`src/rtl/prio_encoder16_if.sv`:
```
// Request/grant bundle between a request source/consumer and the 16-to-4 priority encoder.
interface prio_encoder16_if;
    logic        EN;
    logic [15:0] D;
    logic        ACK;
    logic [3:0]  Y;
    logic        V;
    logic [15:0] PEND;

    // Encoder side
    modport slave (
        input  EN, D, ACK,
        output Y, V, PEND
    );

    // Requester / consumer side
    modport master (
        output EN, D, ACK,
        input  Y, V, PEND
    );
endinterface

```
`src/rtl/prio_encoder16.sv`:
```
// Registered 16-to-4 priority encoder: latches rising request edges into PEND and
// holds the highest pending index on Y until acknowledged or aborted by EN.
module prio_encoder16 (
    input  logic             clk,
    input  logic             rst,
    prio_encoder16_if.slave  bus
);
    typedef enum logic {IDLE, HOLD} state_t;

    state_t      state_q, state_d;
    logic [3:0]  y_q, y_d;
    logic        v_q, v_d;
    logic [15:0] pend_q, pend_d;
    logic [15:0] d_q;
    logic [15:0] clr;
    logic [15:0] rise;

    // Highest set bit wins; later iterations overwrite lower indices.
    function automatic logic [3:0] hi_idx(input logic [15:0] p);
        logic [3:0] idx;
        idx = 4'd0;
        for (int i = 0; i < 16; i++)
            if (p[i]) idx = 4'(i);
        return idx;
    endfunction

    assign rise = bus.D & ~d_q;
    // A new edge overrides a same-cycle acknowledge clear.
    assign pend_d = (pend_q & ~clr) | rise;

    always_comb begin
        state_d = state_q;
        y_d     = y_q;
        v_d     = v_q;
        clr     = '0;
        case (state_q)
            IDLE: begin
                v_d = 1'b0;
                if (bus.EN && (pend_q != 16'd0)) begin
                    y_d     = hi_idx(pend_q);
                    v_d     = 1'b1;
                    state_d = HOLD;
                end
            end
            HOLD: begin
                if (!bus.EN) begin
                    v_d     = 1'b0;
                    state_d = IDLE;
                end else if (bus.ACK) begin
                    clr[y_q] = 1'b1;
                    v_d      = 1'b0;
                    state_d  = IDLE;
                end
            end
            default: begin
                v_d     = 1'b0;
                state_d = IDLE;
            end
        endcase
    end

    always_ff @(posedge clk) begin
        if (rst) begin
            state_q <= IDLE;
            y_q     <= 4'd0;
            v_q     <= 1'b0;
            pend_q  <= 16'd0;
            d_q     <= 16'd0;
        end else begin
            state_q <= state_d;
            y_q     <= y_d;
            v_q     <= v_d;
            pend_q  <= pend_d;
            d_q     <= bus.D;
        end
    end

    assign bus.Y    = y_q;
    assign bus.V    = v_q;
    assign bus.PEND = pend_q;
endmodule

```
`src/flat_wrapper.sv`:
```
// flat-port wrapper written by rule: the top's interface ports become plain ports
module prio_encoder16_flat 
  (clk, rst, bus_EN, bus_D, bus_ACK, bus_Y, bus_V, bus_PEND);
  prio_encoder16_if bus_i ();
  input  logic clk;
  input  logic rst;
  input wire logic [$bits(bus_i.EN)-1:0] bus_EN;
  input wire logic [$bits(bus_i.D)-1:0] bus_D;
  input wire logic [$bits(bus_i.ACK)-1:0] bus_ACK;
  output wire logic [$bits(bus_i.Y)-1:0] bus_Y;
  output wire logic [$bits(bus_i.V)-1:0] bus_V;
  output wire logic [$bits(bus_i.PEND)-1:0] bus_PEND;
  assign bus_i.EN = bus_EN;
  assign bus_i.D = bus_D;
  assign bus_i.ACK = bus_ACK;
  assign bus_Y = bus_i.Y;
  assign bus_V = bus_i.V;
  assign bus_PEND = bus_i.PEND;
  prio_encoder16 u_core (.clk(clk), .rst(rst), .bus(bus_i));
endmodule
```
`config.mk`:
```
export PLATFORM = sky130hd
export DESIGN_NAME = prio_encoder16_flat
export DESIGN_NICKNAME = d
export VERILOG_FILES = /design/src/rtl/prio_encoder16_if.sv /design/src/rtl/prio_encoder16.sv /design/src/flat_wrapper.sv
export SDC_FILE = /design/constraint.sdc
export NUM_CORES = 1
export LEC_CHECK = 0
export CAP_MARGIN = 20
export CELL_PAD_IN_SITES_DETAIL_PLACEMENT = 0
export CELL_PAD_IN_SITES_GLOBAL_PLACEMENT = 1
export CORE_UTILIZATION = 25
export DETAILED_ROUTE_END_ITERATION = 6
export GPL_TIMING_DRIVEN = 0
export HOLD_SLACK_MARGIN = 0.15
export PLACE_DENSITY_LB_ADDON = 0.3
export SLEW_MARGIN = 20
export SYNTH_ARGS = -nofsm -noshare
export SYNTH_HDL_FRONTEND = slang
export SYNTH_SLANG_ARGS = --single-unit
```
`constraint.sdc`:
```
create_clock -name clk -period 2.45 [get_ports clk]
set_clock_uncertainty 0.2 [all_clocks]
set_input_delay 0.245 -clock clk [delete_from_list [all_inputs] [get_ports clk]]
set_output_delay 0.245 -clock clk [all_outputs]
set_load 0.1 [all_outputs]
```
Word-level counts from Yosys, hierarchy flattened:

Index checks and enable logic that the tools add are counted.

* word-level logic and storage cells: 45
* output and inout bits: 21
* flip-flop bits (word level): 38

* bitwise logic cells: 6
* reductions and logical operators: 4
* equality and inequality tests: 1
* order comparisons: 2
* mux-type cells: 27

Operator list (number)
* 16-bit two-way mux: 3
* 16-bit AND: 2
* 4-bit two-way mux: 8
* 16-bit NOT: 2
* 16-bit bitwise OR: 1
* 16-bit nonzero test: 1
* 3-bit two-way mux: 4
* 1-bit two-way mux: 7
* 4-bit by 5-bit < comparator with 1-bit output (second input constant): 1
* 1-bit demux with 4-bit select: 1
* 4-bit by 1-bit greater-or-equal comparator with 1-bit output (second input constant): 1
* 2-bit two-way mux: 2
* 1-bit case mux with 2 select lines: 2
* 3-bit != test (second input constant): 1
* 1-bit logical AND: 2
* 2-bit AND reduction: 1
* 1-bit NOT: 1

Logic depth before layout (Yosys ltp):

Gate-level depths: netlist of the first run.

* word-level depth: 15
* mapped depth: 5
* mapped depth without buffers: 5

Worst setup path after synthesis of the first run:

OpenSTA, ideal clock, no wires.

* kind: register to register
* start: register u_core.pend_q[11] (netlist: u_core.bus.PEND[11])
* end: register u_core.y_q[0] (netlist: u_core.bus.Y[0])
* arrival time: 2053 ps
* slack: 106 ps
* cell stages (with the launch flop): 6
* cells stage by stage: dfxtp_1 or4_4 nor4_4 nor3b_2 nor2_1 a311oi_1

* word-level cells in the longest chain between the ends: 5
* elaborated cells on any way between the ends: 8
* classes of those cells: mux: 5; reduce/logical: 3

RTL lines
* start, declared: line prio_encoder16.sv:13 `logic [15:0] pend_q, pend_d;`
* start signal, assigned: line prio_encoder16.sv:73 `pend_q <= pend_d;`
* 4-bit two-way mux (5 in series): line prio_encoder16.sv:23 `if (p[i]) idx = 4'(i);`
* end signal, assigned: line prio_encoder16.sv:71 `y_q <= y_d;`
* end, declared: line prio_encoder16.sv:11 `logic [3:0] y_q, y_d;`

Parallel ways exist; a longest one is shown, timed or not.
A chain may end at the register's enable or synchronous reset.

Worst setup path in the final report of the first run:

* start: register u_core.pend_q[11] (netlist: u_core.bus.PEND[11])
* end: output port bus_PEND[11]

RTL lines
* end, declared: line flat_wrapper.sv:12 `output wire logic [$bits(bus_i.PEND)-1:0] bus_PEND;`

No word-level cell between the ends.

==> results of run 1 <==
cell families (layout without fill, tap and decap cells):
kind of cell | count (synthesis) | in the layout | synth area share
simple gates | 63 | 63 | 0.2666
compound gates | 46 | 46 | 0.1829
flops | 38 | 38 | 0.5246
buf+inv | 10 | 57 | 0.02588
final cells by class:
class	instances	area, um^2
plain buffers	4	15.01
fillers	589	3467
clock buffers	6	82.58
well taps	72	90.09
clock inverters	2	60.06
flip-flops and latches	38	760.7
inverters	6	22.52
repair buffers	39	390.4
multi-input cells	109	651.9
report_power, final:
part,leakage [nW],switching [mW],internal (mW),total (mW)
sequential,0.317,0.0421,0.661,0.703
combinational,0.381,0.280,0.124,0.404
clock,0.0714,0.224,0.434,0.658
total,0.769,0.546,1.22,1.76
how the worst max path moves through the flow:
| stage | end | cells past startpoint | from | slack, ps |
|---|---|---|---|---|
| global route | bus_Y[3] | 1 | u_core.bus.Y[3] | 40 |
| floorplan | u_core.bus.Y[0] | 5 | u_core.bus.PEND[11] | 110 |
| detailed placement | bus_PEND[11] | 1 | u_core.bus.PEND[11] | 390 |
| CTS | bus_PEND[11] | 1 | u_core.bus.PEND[11] | 70 |
| global placement | bus_PEND[11] | 1 | u_core.bus.PEND[11] | 400 |
| finish | bus_PEND[11] | 1 | u_core.bus.PEND[11] | 80 |
routing by layer:
layer	vias up	wire length, um
met5	-	0
met4	0	45
met1	540	1539
met3	6	174
met2	31	1765
li1	640	-
metrics by stage:
stage | cells | hold slack, ps
finish | 276 | 140.8
floorplan | 157 | 173.2
global route | 276 | 187.1
global placement | 268 | 271.8
CTS | 276 | 153.8
detailed placement | 268 | 272.4
layout by cell type, fill, tap and decap left out, types with 2 or more instances in the layout:
master / instances
nor2b_1: 16
clkdlybuf4s50_1: 39
bufinv_16: 2
nand2b_1: 19
or4_4: 2
nand3_1: 2
a21oi_1: 18
dfxtp_1: 38
a211oi_1: 3
a311oi_1: 2
or4_1: 2
o21ai_0: 17
nand2_1: 2
clkbuf_8: 6
nor2_1: 14
inv_1: 6
clkbuf_1: 4
flip-flops by register name, indices dropped and copies added (netlist names):
signal / cells
u_core.bus.PEND: 16
u_core.bus.V: 1
u_core.bus.Y: 4
u_core.d_q: 16
u_core.state_q: 1
==> impl_metrics.csv, run 1 <==
group,metric,value,unit
grt,grt_use_met2,0.2149,
worst_setup_path,cp_slowest_stage_delay,1180,ps
timing,fin_crit_sh,0.9663,
grt,antenna_found_initial,0,
timing,tns,0,ps
die,die_h,78.16,um
synthesis,ys_warn_count,0,
synthesis,synth_flop_cell,"dfxtp_1",
placement,hpwl,2615,um
synthesis,ys_top_cells_by_count,"38 x dfxtp_1, 19 x nand2b_1, 18 x a21oi_1, 17 x o21ai_0, 16 x nor2b_1",
synthesis,avgSynthCellArea,9.237,um^2
placement,port-buffer-count,39,
routing,post-route-drc-count,0,
clock_tree,cts_setup_buffers,0,
synthesis,synth_top_cell_by_area,"dfxtp_1",
timing,worstMarginPinSlew,985.0,ps
min_path,whs_path_depth,2,
synthesis,syn_nets,177,
worst_setup_path,crit_family,"buffers and inverters",
min_path,hold_path_class,"input pin to register",
clock_tree,htree_levels,2,
grt,track_usage,0.1267,
routing,num_vias,1217,
final_layout,final_util,0.3742,
timing,drv_slew,0,
clock_tree,path_clk_slew,80,ps
die,start_util,0.2617,
routing,wirelength,3524,um
synthesis,netlist_area,0.001450,mm^2
die,rows,27,
synthesis,synth_edf_count,0,
grt,use_met3,0.03605,
worst_setup_path,endpoint_kind,"primary output",
power,p_leak,0.7690,nW
grt,grt_pass1_vias,1185,
final_layout,drive_gt1_frac,0.06373,
clock_tree,cts.sinks,38,
timing,min_period,2367,ps
routing,drt-pass1-iter-count,4,
worst_setup_path,cp.required,2010,ps
worst_setup_path,r2r_end,"u_core.bus.V",
clock_tree,clock_latency,290,ps
die,ios,41,
clock_tree,cts_resized,0,
outcome,status,"complete, no violations",
worst_setup_path,critPathBufInv,1,
timing,fmax,0.4224,GHz
timing,slew_headroom,0.3413,
worst_setup_path,rr_startpoint,"u_core.bus.PEND[14]",
timing,hold_viol,0,
grt,grt_pass1_wl,5913,um
min_path,whs_endpoint,"u_core.d_q[10]",
routing,viasPerCell,4.409,
power,power,1.765,mW
routing,drtIter0Drc,107,
grt,grt-ovfl-total,0,
worst_setup_path,critPathSlowestCell,"clkdlybuf4s50_1",
synthesis,yosysUniqueCellTypes,26,
synthesis,ys_async_sr_fraction,0,
timing,final-setup-viol-count,0,
die,die_x,78.16,um
flow_run,maxCapViolCount,0,
final_layout,antenna_cells,0,
clock_tree,ctsHoldBuffers,0,
clock_tree,clockBufferDepth,2,
die,fp.dieArea,0.006109,mm^2
placement,dp_slack,390.5,ps
final_layout,areaGrowthSynthToFinish,42.97,%
grt,grt_max_degree,13,
grt,gr-usage-met1,0.1542,
synthesis,yosys_register_bits,38,
min_path,worstHoldStart,"rst",
worst_setup_path,critical_path_class,"register to primary output",
synthesis,synthTopCellsByArea,"dfxtp_1 52%, nand2b_1 8.2%, nor2b_1 6.9%, a21oi_1 6.2%, o21ai_0 5.9%",
timing,rsz0062_at_grt,"false",
worst_setup_path,cp_max_fo,7,
synthesis,syn-instance-count,157,
worst_setup_path,ff2ff_path_depth,5,
placement,dpl_cell_area,0.001931,mm^2
synthesis,yosysMostFrequentCell,"dfxtp_1",
placement,place_congestion,0.7855,
final_layout,layout.nets,223,
timing,fin_ws,82.55,ps
synthesis,ys_seq_area_frac,0.5246,
clock_tree,cts_root_buffer,"clkbuf_8",
final_layout,fin_area,0.002073,mm^2
power,vdd_drop_max,0.3758,mV
clock_tree,cts_made_buffers,5,
grt,grt-busiest-layer,"met2",
worst_setup_path,arrival,1920,ps
worst_setup_path,start_kind,"register",
clock_tree,cts_tree,"built",
routing,routedWlPerCell,12.77,um
worst_setup_path,crit_chain,"clkdlybuf4s50_1",
die,coreArea,0.005540,mm^2
synthesis,synth_top_area_share,0.5246,
routing,ant_nets,0,
power,p_per_area,851.1,mW/mm^2
worst_setup_path,r2r_slack,480,ps
Power figures use the tool's default switching activity.
==> inputs of run 2 (changes only) <==
Settings changed: CORE_UTILIZATION 25 to 34, SLEW_MARGIN 20 to unset.
==> run 2 against run 1 <==
Against the previous run: flip-flop and latch count stayed put; clock power down 34%; critical path depth stayed put; core utilization grew 12 points; final cell count down 8.0%; via count grew 4.7%; count of clock-buffer cells in the layout up 1; total power down 13%; routed wire length shrank 3.5%; setup slack improved by 16 ps; largest cell class unchanged; highest routed layer unchanged.
==> impl_metrics.csv, run 2 (synthesis gave the netlist of run 1 again) <==
group,metric,value,unit
routing,drt-pass1-iter-count,4,
final_layout,areaGrowthSynthToFinish,37.71,%
grt,grt_pass1_vias,1209,
worst_setup_path,endpoint,"bus_PEND[13]",
final_layout,layout_common_cells,"38 x clkdlybuf4s50_1, 38 x dfxtp_1, 19 x nand2b_1",
timing,slew_headroom,0.3475,
die,rows,23,
power,power,1.538,mW
worst_setup_path,ff2ff_path_depth,5,
worst_setup_path,r2r_slack,530,ps
worst_setup_path,r2r_end,"u_core.bus.V",
clock_tree,htree_levels,2,
flow_run,maxCapViolCount,0,
placement,dp_slack,391.8,ps
timing,fmax,0.4252,GHz
final_layout,final_util,0.4921,
routing,num_vias,1274,
placement,port-buffer-count,39,
worst_setup_path,critPathSlowestCell,"clkdlybuf4s50_1",
power,p_per_area,770.4,mW/mm^2
clock_tree,cts_made_buffers,5,
routing,post-route-drc-count,0,
grt,grt_max_degree,12,
die,die_h,67.31,um
timing,tns,0,ps
worst_setup_path,crit_chain,"clkdlybuf4s50_1",
die,start_util,0.3574,
outcome,status,"complete, no violations",
clock_tree,cts_tree,"built",
timing,fin_ws,98.16,ps
min_path,hold_path_class,"input pin to register",
clock_tree,path_clk_slew,70,ps
grt,track_usage,0.1744,
die,ios,41,
final_layout,layout.nets,223,
timing,min_period,2352,ps
power,vdd_drop_max,0.4010,mV
worst_setup_path,rr_startpoint,"u_core.bus.PEND[13]",
worst_setup_path,start_kind,"register",
timing,fin_crit_sh,0.9599,
routing,drtIter0Drc,84,
worst_setup_path,cp_slowest_stage_delay,1180,ps
worst_setup_path,critPathBufInv,1,
clock_tree,cts_root_buffer,"clkbuf_8",
routing,ant_nets,0,
power,p_leak,0.7594,nW
placement,place_congestion,0.8208,
clock_tree,cts.sinks,38,
die,fp.dieArea,0.004530,mm^2
worst_setup_path,worst-path-stages,1,
final_layout,n_fill_cell,432,
timing,drv_slew,0,
worst_setup_path,critical_path_class,"register to primary output",
grt,antenna_found_initial,0,
worst_setup_path,arrival,1910,ps
timing,rsz0062_at_grt,"false",
routing,viasPerCell,5.016,
grt,grt_pass1_wl,5637,um
timing,final-setup-viol-count,0,
placement,hpwl,2532,um
final_layout,drive_gt1_frac,0.05882,
grt,grt-ovfl-total,0,
clock_tree,clock_latency,290,ps
worst_setup_path,cp_max_fo,7,
timing,worstMarginPinSlew,975.6,ps
worst_setup_path,endpoint_kind,"primary output",
routing,wirelength,3400,um
worst_setup_path,crit_family,"buffers and inverters",
worst_setup_path,startpoint,"u_core.bus.PEND[13]",
die,coreArea,0.004058,mm^2
timing,hold_viol,0,
worst_setup_path,cp.required,2010,ps
routing,routedWlPerCell,13.39,um
clock_tree,clockBufferDepth,2,
final_layout,antenna_cells,0,
die,die_x,67.31,um
run 2: cell types whose count changed in the layout (fill, tap and decap cells not counted):
cell,before,now
clkbuf_1,4,5
dlymetal6s2s_1,0,1
bufinv_16,2,0
clkdlybuf4s50_1,39,38
clkinv_2,0,1
run 2: layer usage:
layer | up-vias | share of wire | GRT usage
li1 | 637 | - | -
met3 | 6 | 0.059 | 0.05574
met1 | 595 | 0.41 | 0.1954
met4 | 0 | 0.014 | 0.06383
met5 | - | 0 | 0
met2 | 36 | 0.52 | 0.3063
run 2: layout make-up:
cell class / count / area, um^2 / share of cell area
Buffer: 4 / 15.01 / 0.007519
Clock buffer: 7 / 86.33 / 0.04323
Clock inverter: 1 / 5.005 / 0.002506
Inverter: 6 / 22.52 / 0.01128
Multi-Input combinational cell: 109 / 651.9 / 0.3264
Sequential cell: 38 / 760.7 / 0.3810
Tap cell: 50 / 62.56 / 0.03133
Timing Repair Buffer: 39 / 392.9 / 0.1967
run 2: how the worst min path moves through the flow:
stage | depth (start not counted) | slack [ps] | from | endpoint
floorplan | 1 | 170 | bus_D[0] | u_core.d_q[0]
global placement | 2 | 270 | u_core.d_q[5] | u_core.bus.PEND[5]
detailed placement | 2 | 280 | u_core.d_q[6] | u_core.bus.PEND[6]
CTS | 2 | 160 | rst | u_core.d_q[6]
global route | 2 | 170 | rst | u_core.d_q[6]
finish | 2 | 150 | rst | u_core.d_q[6]
run 2: repair_timing:
item,in CTS,in global routing
buffers inserted,0,0
setup endpoints to repair,0,1
resized for setup,0,1
hold buffers,0,0
run 2: power by group:
group / internal [mW] / switching [mW]
registers: 0.661 / 0.0410
clock network: 0.227 / 0.205
logic: 0.124 / 0.281
total: 1.01 / 0.527
run 2: per-stage QoR:
stage	hold WS, ps	area, um^2	std cells
after floorplan	173.2	1450	157
final	153.5	1997	254
after global routing	171.4	1997	254
after detailed placement	279.6	1903	246
after CTS	157.0	1994	254
after global placement	274.9	1903	246
